[src/rtl/excp_flush_ctrl_pkg.sv]
// Shared types for the exception/ertn/interrupt flush sequencer.
// Holds the FSM state encoding, event-type encoding and ecode constants.
// Pure declarations; no logic, no latency, no flow control.
package excp_flush_ctrl_pkg;

  typedef enum logic [1:0] {
    IDLE  = 2'd0,
    FLUSH = 2'd1,
    REDIR = 2'd2
  } state_t;

  typedef enum logic [1:0] {
    EV_NONE = 2'd0,
    EV_EX   = 2'd1,
    EV_ERTN = 2'd2,
    EV_INT  = 2'd3
  } ev_t;

  localparam logic [5:0] ECODE_INT = 6'h00;
  localparam logic [5:0] ECODE_SYS = 6'h0B;
  localparam logic [5:0] ECODE_BRK = 6'h0C;
  localparam logic [5:0] ECODE_INE = 6'h0D;
  localparam logic [5:0] ECODE_ADE = 6'h08;
  localparam logic [5:0] ECODE_ALE = 6'h09;

  // Exceptions and interrupts both write ESTAT/ERA/PRMD and kill the WB instruction.
  function automatic logic ev_commits_cause(ev_t ev);
    return (ev == EV_EX) || (ev == EV_INT);
  endfunction

endpackage

[src/rtl/excp_event_prio.sv]
// Picks the winning WB event: exception > ertn > interrupt, only with a valid WB instruction.
// Purely combinational, zero latency.
// No flow control; the caller decides whether the result is sampled.
module excp_event_prio
  import excp_flush_ctrl_pkg::*;
(
  input  logic wb_valid,
  input  logic wb_ex,
  input  logic wb_ertn,
  input  logic int_pending,
  output ev_t  ev_type,
  output logic take,
  output logic kill
);

  // Priority select; an ertn that wins is not killed since it has no rf write.
  always_comb begin
    ev_type = EV_NONE;
    if (wb_valid) begin
      if (wb_ex) begin
        ev_type = EV_EX;
      end else if (wb_ertn) begin
        ev_type = EV_ERTN;
      end else if (int_pending) begin
        ev_type = EV_INT;
      end
    end
    take = (ev_type != EV_NONE);
    kill = ev_commits_cause(ev_type);
  end

endmodule

[src/rtl/excp_flush_ctrl.sv]
// Sequences flush, CSR cause commit and fetch redirect for WB exceptions, ertn and interrupts.
// Event at T: commit pulse at T+1 (FLUSH), redirect offered from T+2 (REDIR); min 3 cycles to IDLE.
// Redirect holds valid/pc stable until redirect_ready; all new events are ignored while busy.
module excp_flush_ctrl
  import excp_flush_ctrl_pkg::*;
#(
  parameter int         ADDR_W    = 32,
  parameter logic [5:0] INT_ECODE = 6'h00
) (
  input  logic              clk,
  input  logic              resetn,
  input  logic              wb_valid,
  input  logic [ADDR_W-1:0] wb_pc,
  input  logic              wb_ex,
  input  logic [5:0]        wb_ecode,
  input  logic [8:0]        wb_esubcode,
  input  logic              wb_ertn,
  input  logic              int_pending,
  input  logic [ADDR_W-1:0] csr_eentry,
  input  logic [ADDR_W-1:0] csr_era,
  output logic              wb_kill,
  output logic              flush,
  output logic              csr_ex_commit,
  output logic [5:0]        csr_ex_ecode,
  output logic [8:0]        csr_ex_esubcode,
  output logic [ADDR_W-1:0] csr_ex_era,
  output logic              csr_ertn_commit,
  output logic              redirect_valid,
  output logic [ADDR_W-1:0] redirect_pc,
  input  logic              redirect_ready,
  output logic              busy
);

  state_t state;
  state_t state_nxt;
  ev_t    ev_type;
  logic   ev_take;
  logic   ev_kill;
  logic   idle;
  logic   start;

  excp_event_prio u_prio (
    .wb_valid    (wb_valid),
    .wb_ex       (wb_ex),
    .wb_ertn     (wb_ertn),
    .int_pending (int_pending),
    .ev_type     (ev_type),
    .take        (ev_take),
    .kill        (ev_kill)
  );

  assign idle    = (state == IDLE);
  assign start   = idle & ev_take;
  assign busy    = ~idle;
  assign flush   = ~idle;
  assign wb_kill = (idle & ev_kill) | ~idle;

  // Next-state: one FLUSH cycle, then REDIR until IF takes the redirect.
  always_comb begin
    state_nxt = state;
    case (state)
      IDLE:    if (ev_take) state_nxt = FLUSH;
      FLUSH:   state_nxt = REDIR;
      REDIR:   if (redirect_ready) state_nxt = IDLE;
      default: state_nxt = IDLE;
    endcase
  end

  // State register.
  always_ff @(posedge clk or negedge resetn) begin
    if (!resetn) begin
      state <= IDLE;
    end else begin
      state <= state_nxt;
    end
  end

  // Cause/target capture at T and commit pulses that land exactly on the FLUSH cycle.
  always_ff @(posedge clk or negedge resetn) begin
    if (!resetn) begin
      csr_ex_commit   <= 1'b0;
      csr_ertn_commit <= 1'b0;
      csr_ex_ecode    <= '0;
      csr_ex_esubcode <= '0;
      csr_ex_era      <= '0;
      redirect_pc     <= '0;
    end else begin
      csr_ex_commit   <= start & ev_commits_cause(ev_type);
      csr_ertn_commit <= start & (ev_type == EV_ERTN);
      if (start) begin
        // CSR values are frozen here so later CSR writes cannot move the target.
        redirect_pc <= (ev_type == EV_ERTN) ? csr_era : csr_eentry;
        if (ev_commits_cause(ev_type)) begin
          csr_ex_ecode    <= (ev_type == EV_EX) ? wb_ecode : INT_ECODE;
          csr_ex_esubcode <= (ev_type == EV_EX) ? wb_esubcode : 9'd0;
          csr_ex_era      <= wb_pc;
        end
      end
    end
  end

  // Redirect offer: raised entering REDIR, dropped on the accepting handshake.
  always_ff @(posedge clk or negedge resetn) begin
    if (!resetn) begin
      redirect_valid <= 1'b0;
    end else if (state == FLUSH) begin
      redirect_valid <= 1'b1;
    end else if (redirect_valid && redirect_ready) begin
      redirect_valid <= 1'b0;
    end
  end

endmodule

[config.mk]
export PLATFORM = sky130hd
export DESIGN_NAME = excp_flush_ctrl
export DESIGN_NICKNAME = d
export VERILOG_FILES = /design/src/rtl/excp_flush_ctrl_pkg.sv /design/src/rtl/excp_event_prio.sv /design/src/rtl/excp_flush_ctrl.sv
export SDC_FILE = /design/constraint.sdc
export NUM_CORES = 1
export LEC_CHECK = 0
export ABC_AREA = 1
export BUFFER_PORTS_ARGS = -buffer_cell sky130_fd_sc_hd__buf_2
export CORE_AREA = 2 2 96 98
export DETAILED_ROUTE_END_ITERATION = 7
export DIE_AREA = 0 0 98 100
export PLACE_DENSITY_LB_ADDON = 0.25
export SYNTH_ARGS = -nofsm -noshare
export SYNTH_HDL_FRONTEND = slang
export SYNTH_SLANG_ARGS = --single-unit
[constraint.sdc]
create_clock -name clk -period 1.6 [get_ports clk]
set_clock_uncertainty 0.05 [all_clocks]
set_input_delay 0.08 -clock clk [delete_from_list [all_inputs] [get_ports clk]]
set_output_delay 0.08 -clock clk [all_outputs]
set_load 0.005 [all_outputs]
After elaboration in Yosys (flattened, before gate mapping) --
Cells that the tools add are included.
Word-level totals: register bits after elaboration 84, output and inout port bits 85, word-level logic and storage cells 40
Operators by class: equal/unequal tests 7, mux-type cells 12, bitwise logic cells 6, reductions and logical operators 7
Operators by type and width (count):
- 32-bit two-way mux | 1
- 2-bit two-way mux | 6
- 9-bit two-way mux | 1
- 2-bit equality test (second input constant) | 3
- 6-bit two-way mux | 1
- 2-bit one-hot mux with 3 select lines | 1
- 1-bit bitwise AND | 4
- 2-bit by 1-bit equality test with 1-bit output (second input constant) | 2
- 2-bit != test (second input constant) | 2
- 2-bit AND reduction | 2
- 2-bit nonzero test | 2
- 2-bit zero test | 1
- 1-bit two-way mux | 2
- 1-bit logical AND | 1
- 1-bit logical OR | 1
- 1-bit NOT | 1
- 1-bit OR | 1

Logic depth before layout (Yosys ltp) --
depth in word-level cells 8, gate-level depth with buffers 10, gate-level depth less buffers 8

By module --
A second synthesis with hierarchy kept.
Unflattened totals: cells, all modules 482, area total of the unflattened synthesis 3823.7 µm²
By module, submodules not included:
- excp_flush_ctrl | instances 1, cells an instance 472, area each 3781.1 µm², sequential area each 2102.0 µm²
- excp_event_prio | instances 1, cells an instance 10, area each 42.5 µm², sequential area each 0.0 µm²

Worst setup path before layout --
Ideal clock, no wire load.
kind reg-to-reg, from reg state[0], to reg csr_ex_ecode[0], setup time 0.118 ns, arrival 1.156 ns, required time 1.432 ns, path slack 0.276 ns, stages on the path, launching flop included 7, path buffers 2, period minus slack after synthesis 1.324 ns, path through dfrtp_1 nor2_4 nand3_2 buf_4 buf_2 nand2_1 nand2_1
On the way: word-level cells in the longest chain between the ends 3
Ends and longest elaborated chain:
- start: declaration | line excp_flush_ctrl.sv:34 | state_t state;
- start signal: assignment | line excp_flush_ctrl.sv:74 | state <= state_nxt;
- 2-bit zero test | line excp_flush_ctrl.sv:52 | assign idle = (state == IDLE);
- 1-bit bitwise AND | line excp_flush_ctrl.sv:53 | assign start = idle & ev_take;
- 2-bit AND reduction (no source line)
- end signal: assignment | line excp_flush_ctrl.sv:94 | csr_ex_ecode <= (ev_type == EV_EX) ? wb_ecode : INT_ECODE;
- end: declaration | line excp_flush_ctrl.sv:24 | output logic [5:0] csr_ex_ecode,
No other way between the ends. A chain may end at the register's enable or synchronous reset.

Final worst setup path --
from reg state[0], to out busy
On the way: word-level cells in the longest chain between the ends 2
Ends and longest elaborated chain:
- 2-bit zero test | line excp_flush_ctrl.sv:52
- 1-bit NOT | line excp_flush_ctrl.sv:54 | assign busy = ~idle;
- end: declaration | line excp_flush_ctrl.sv:31 | output logic busy
No other way between the ends.

==> metrics.txt <==
first-pass GRT wire length about 18 mm; mux contribution to synthesized area 0%; Mean Syn Cell Area 8.02 um^2; post-synthesis simple-gate area fraction 38.7%; Netlist Area Pre-Place approximately 3800 um^2; site row count 35; fin crit share about 93%; total CTS buffers 9; DRC marker count from the first detailed-route iteration around 140; WL/cell approximately 13 um; Yosys cell types 17; number of fill cells between 700 and 800; nets 837; Die ar. ~10000 um^2; CP startpoint kind register; H-tree Lvls 3; sequential area share after synthesis ~55%; post-cts gate resize count 0; VDD IR-drop max a little under 0.0006 V; Post-Synthesis Cells roughly 480; GR Overflow Total 0; CTS tree done; post-synthesis adder-cell area fraction 0%; number of global-route vias before repair approximately 3,900; CP Depth 4; n_diodes 0; critical-path cell list nor2_4 > buf_12 > inv_1 > buf_2; R2R Setup Slk approximately 210 ps; Placed Area slightly below 5000 um^2; Leak between 0.003 and 0.004 uW; Crit Path Max Fanout 35; CP delay by family, top buffers and inverters; Max stage delay on crit path roughly 420 ps; num ports 203; initial antenna violation count 0; Post-CTS Hold Buffers 51; combinational family with the most area after synthesis simple AND/OR/NAND/NOR gates; RR Endpoint redirect_pc[4]$_DFFE_PN0P_; Critical Path Slowest Stage Cell dfrtp_1; crit path kind reg -> out; worst path bufs/invs 3; GRT Overall Usage between 20% and 30%; Ys Warns 0; status finished clean; final non-filler cell area around 5600 um^2; Max Cap Viol 0; Via density 4.79; largest net degree at the start of global routing 49; Synth Area in Compound Gates less than 1%; Remaining DRCs 0; Setup Viol. Count Final 0; share of post-route cells with drive strength above 1 about a third; RSZ-0062 raised after global routing no; worst hold path type in -> reg; die height 100 um; Arr. time, crit path between 1000 and 1500 ps; clock slew at reported path FFs around 80 ps; final setup margin between 100 and 150 ps; Post-Synth XOR/XNOR Area 0%; final hold viol count 0; TNS Setup 0 ps; clk sink count 84; clk_lat worst skew 340 ps; syn_nets ~600; CTS root buffer clkbuf_8; Initial Util approximately 43%; Worst-Margin Slew slightly below 500 ps; end point of the critical path busy; hold depth 5; final WL 11.1 mm; routed vias 4,003; Yosys reg bits between 80 and 90; worst hold slack around 13 ps; RR Startpoint state[0]$_DFFE_PN0P_; Max-slew headroom around two thirds; Final Slew Violations 0; detailed placement HPWL 7.60 mm; CTS Buffer Depth 2; CP Data Required Time 1470 ps; Worst Setup SP state[0]$_DFFE_PN0P_; pre-CTS WS 214 ps; area grow syn2layout 46.7%; Critical Path Sink Type output port; Buffers on Ports just over 200; minimum clock period between 1000 and 1500 ps; Highest Clock Rate approximately 670 MHz; Placer Congestion between 0.8 and 0.9; pwr dens approximately 1500 nW/um^2; CORE AREA 8890 um^2; post-route antenna net violation count 0; Die X slightly below 100 um; Detailed Routing Iterations Pass 1 5; Post-CTS Setup Repair Bufs 0; reg2reg path depth 5
[layout make-up]
| type | count | area (um^2) | area share (%) |
|---|---|---|---|
| clock buffers | 11 | 131 | 2.34 |
| clock inverters | 5 | 62.6 | 1.12 |
| inverters | 8 | 30.0 | 0.535 |
| multi-input cells | 350 | 1490 | 26.5 |
| flip-flops and latches | 84 | 2100 | 37.5 |
| well taps | 111 | 139 | 2.48 |
| repair buffers | 266 | 1660 | 29.6 |
[stage by stage]
stage	total power [uW]	util, %	std cells
6_report	8270	63.1	835
5_1_grt	8960	63.1	835
4_1_cts	8340	63.1	835
3_5_place_dp	6750	55.2	768
3_3_place_gp	6640	55.2	768
2_1_floorplan	5190	-	477
[logic make-up after synthesis]
kind of cell / after synthesis
compound gates: 1
flops: 84
buf+inv: 43
simple gates: 349
[per-layer routing]
layer  wire length [um]  up-vias  track usage [%]
met3                679       27             3.90
met2               5250      181             38.8
li1                   -     2000                -
met5                  0        -                0
met4                304        0             9.62
met1               4880     1795             29.6
[synth_stat cells]
cell type / number / share of area, %
buf_1: 1 / 0.098
nand4_1: 32 / 5.2
nor2_4: 1 / 0.29
nand2_1: 262 / 26
nand3_1: 48 / 6.3
nand3_2: 2 / 0.52
nand2_4: 1 / 0.29
inv_1: 5 / 0.49
o21ai_0: 1 / 0.13
dfrtp_1: 84 / 55
buf_2: 9 / 1.2
inv_2: 3 / 0.29
buf_4: 7 / 1.4
buf_6: 5 / 1.5
nand2_2: 1 / 0.16
clkbuf_1: 13 / 1.3
nor2_1: 2 / 0.20
[worst register-to-register path: cells and delay by family, from the launching register on]
family	cells	cell delay (ps)
buf+inv	1	210
simple gates	4	610
flops	1	420
[worst min path at each step]
stage / from / endpoint / slack, ps
6_report: csr_eentry[30] / redirect_pc[30]$_DFFE_PN0P_ / 10
5_1_grt: csr_eentry[15] / redirect_pc[15]$_DFFE_PN0P_ / 20
4_1_cts: csr_eentry[21] / redirect_pc[21]$_DFFE_PN0P_ / 0.01
3_5_place_dp: resetn / redirect_pc[8]$_DFFE_PN0P_ / 30
3_3_place_gp: resetn / redirect_pc[8]$_DFFE_PN0P_ / 20
2_1_floorplan: resetn / csr_ertn_commit$_DFF_PN0_ / -270
[sequential cells by signal (all words and copies together), names as in the netlist]
register,flops
redirect_pc,32
csr_ex_ecode,6
redirect_valid,1
state,2
csr_ertn_commit,1
csr_ex_era,32
csr_ex_esubcode,9
csr_ex_commit,1
[where the power goes]
group          internal [uW]  switching [uW]  total (uW)  leakage (uW)
combinational           1450            1740        3200       0.00215
clock                    728             741        1470     0.0000897
sequential              3090             521        3610       0.00105
[placed cells by master, fill, tap and decap left out, types with 2 or more instances in the layout]
master / Yosys / final
nand2_1: 262 / 262
buf_12: 0 / 3
nand3_1: 48 / 48
clkinv_4: 0 / 2
inv_1: 5 / 5
dfrtp_1: 84 / 84
inv_2: 3 / 3
nor2_1: 2 / 2
dlygate4sd3_1: 0 / 51
nand3_2: 2 / 2
nand4_1: 32 / 32
clkbuf_8: 0 / 9
buf_4: 7 / 11
buf_2: 9 / 201
clkbuf_1: 13 / 2
clkinvlp_4: 0 / 2
Note: power is estimated with default switching activity, not from simulation.
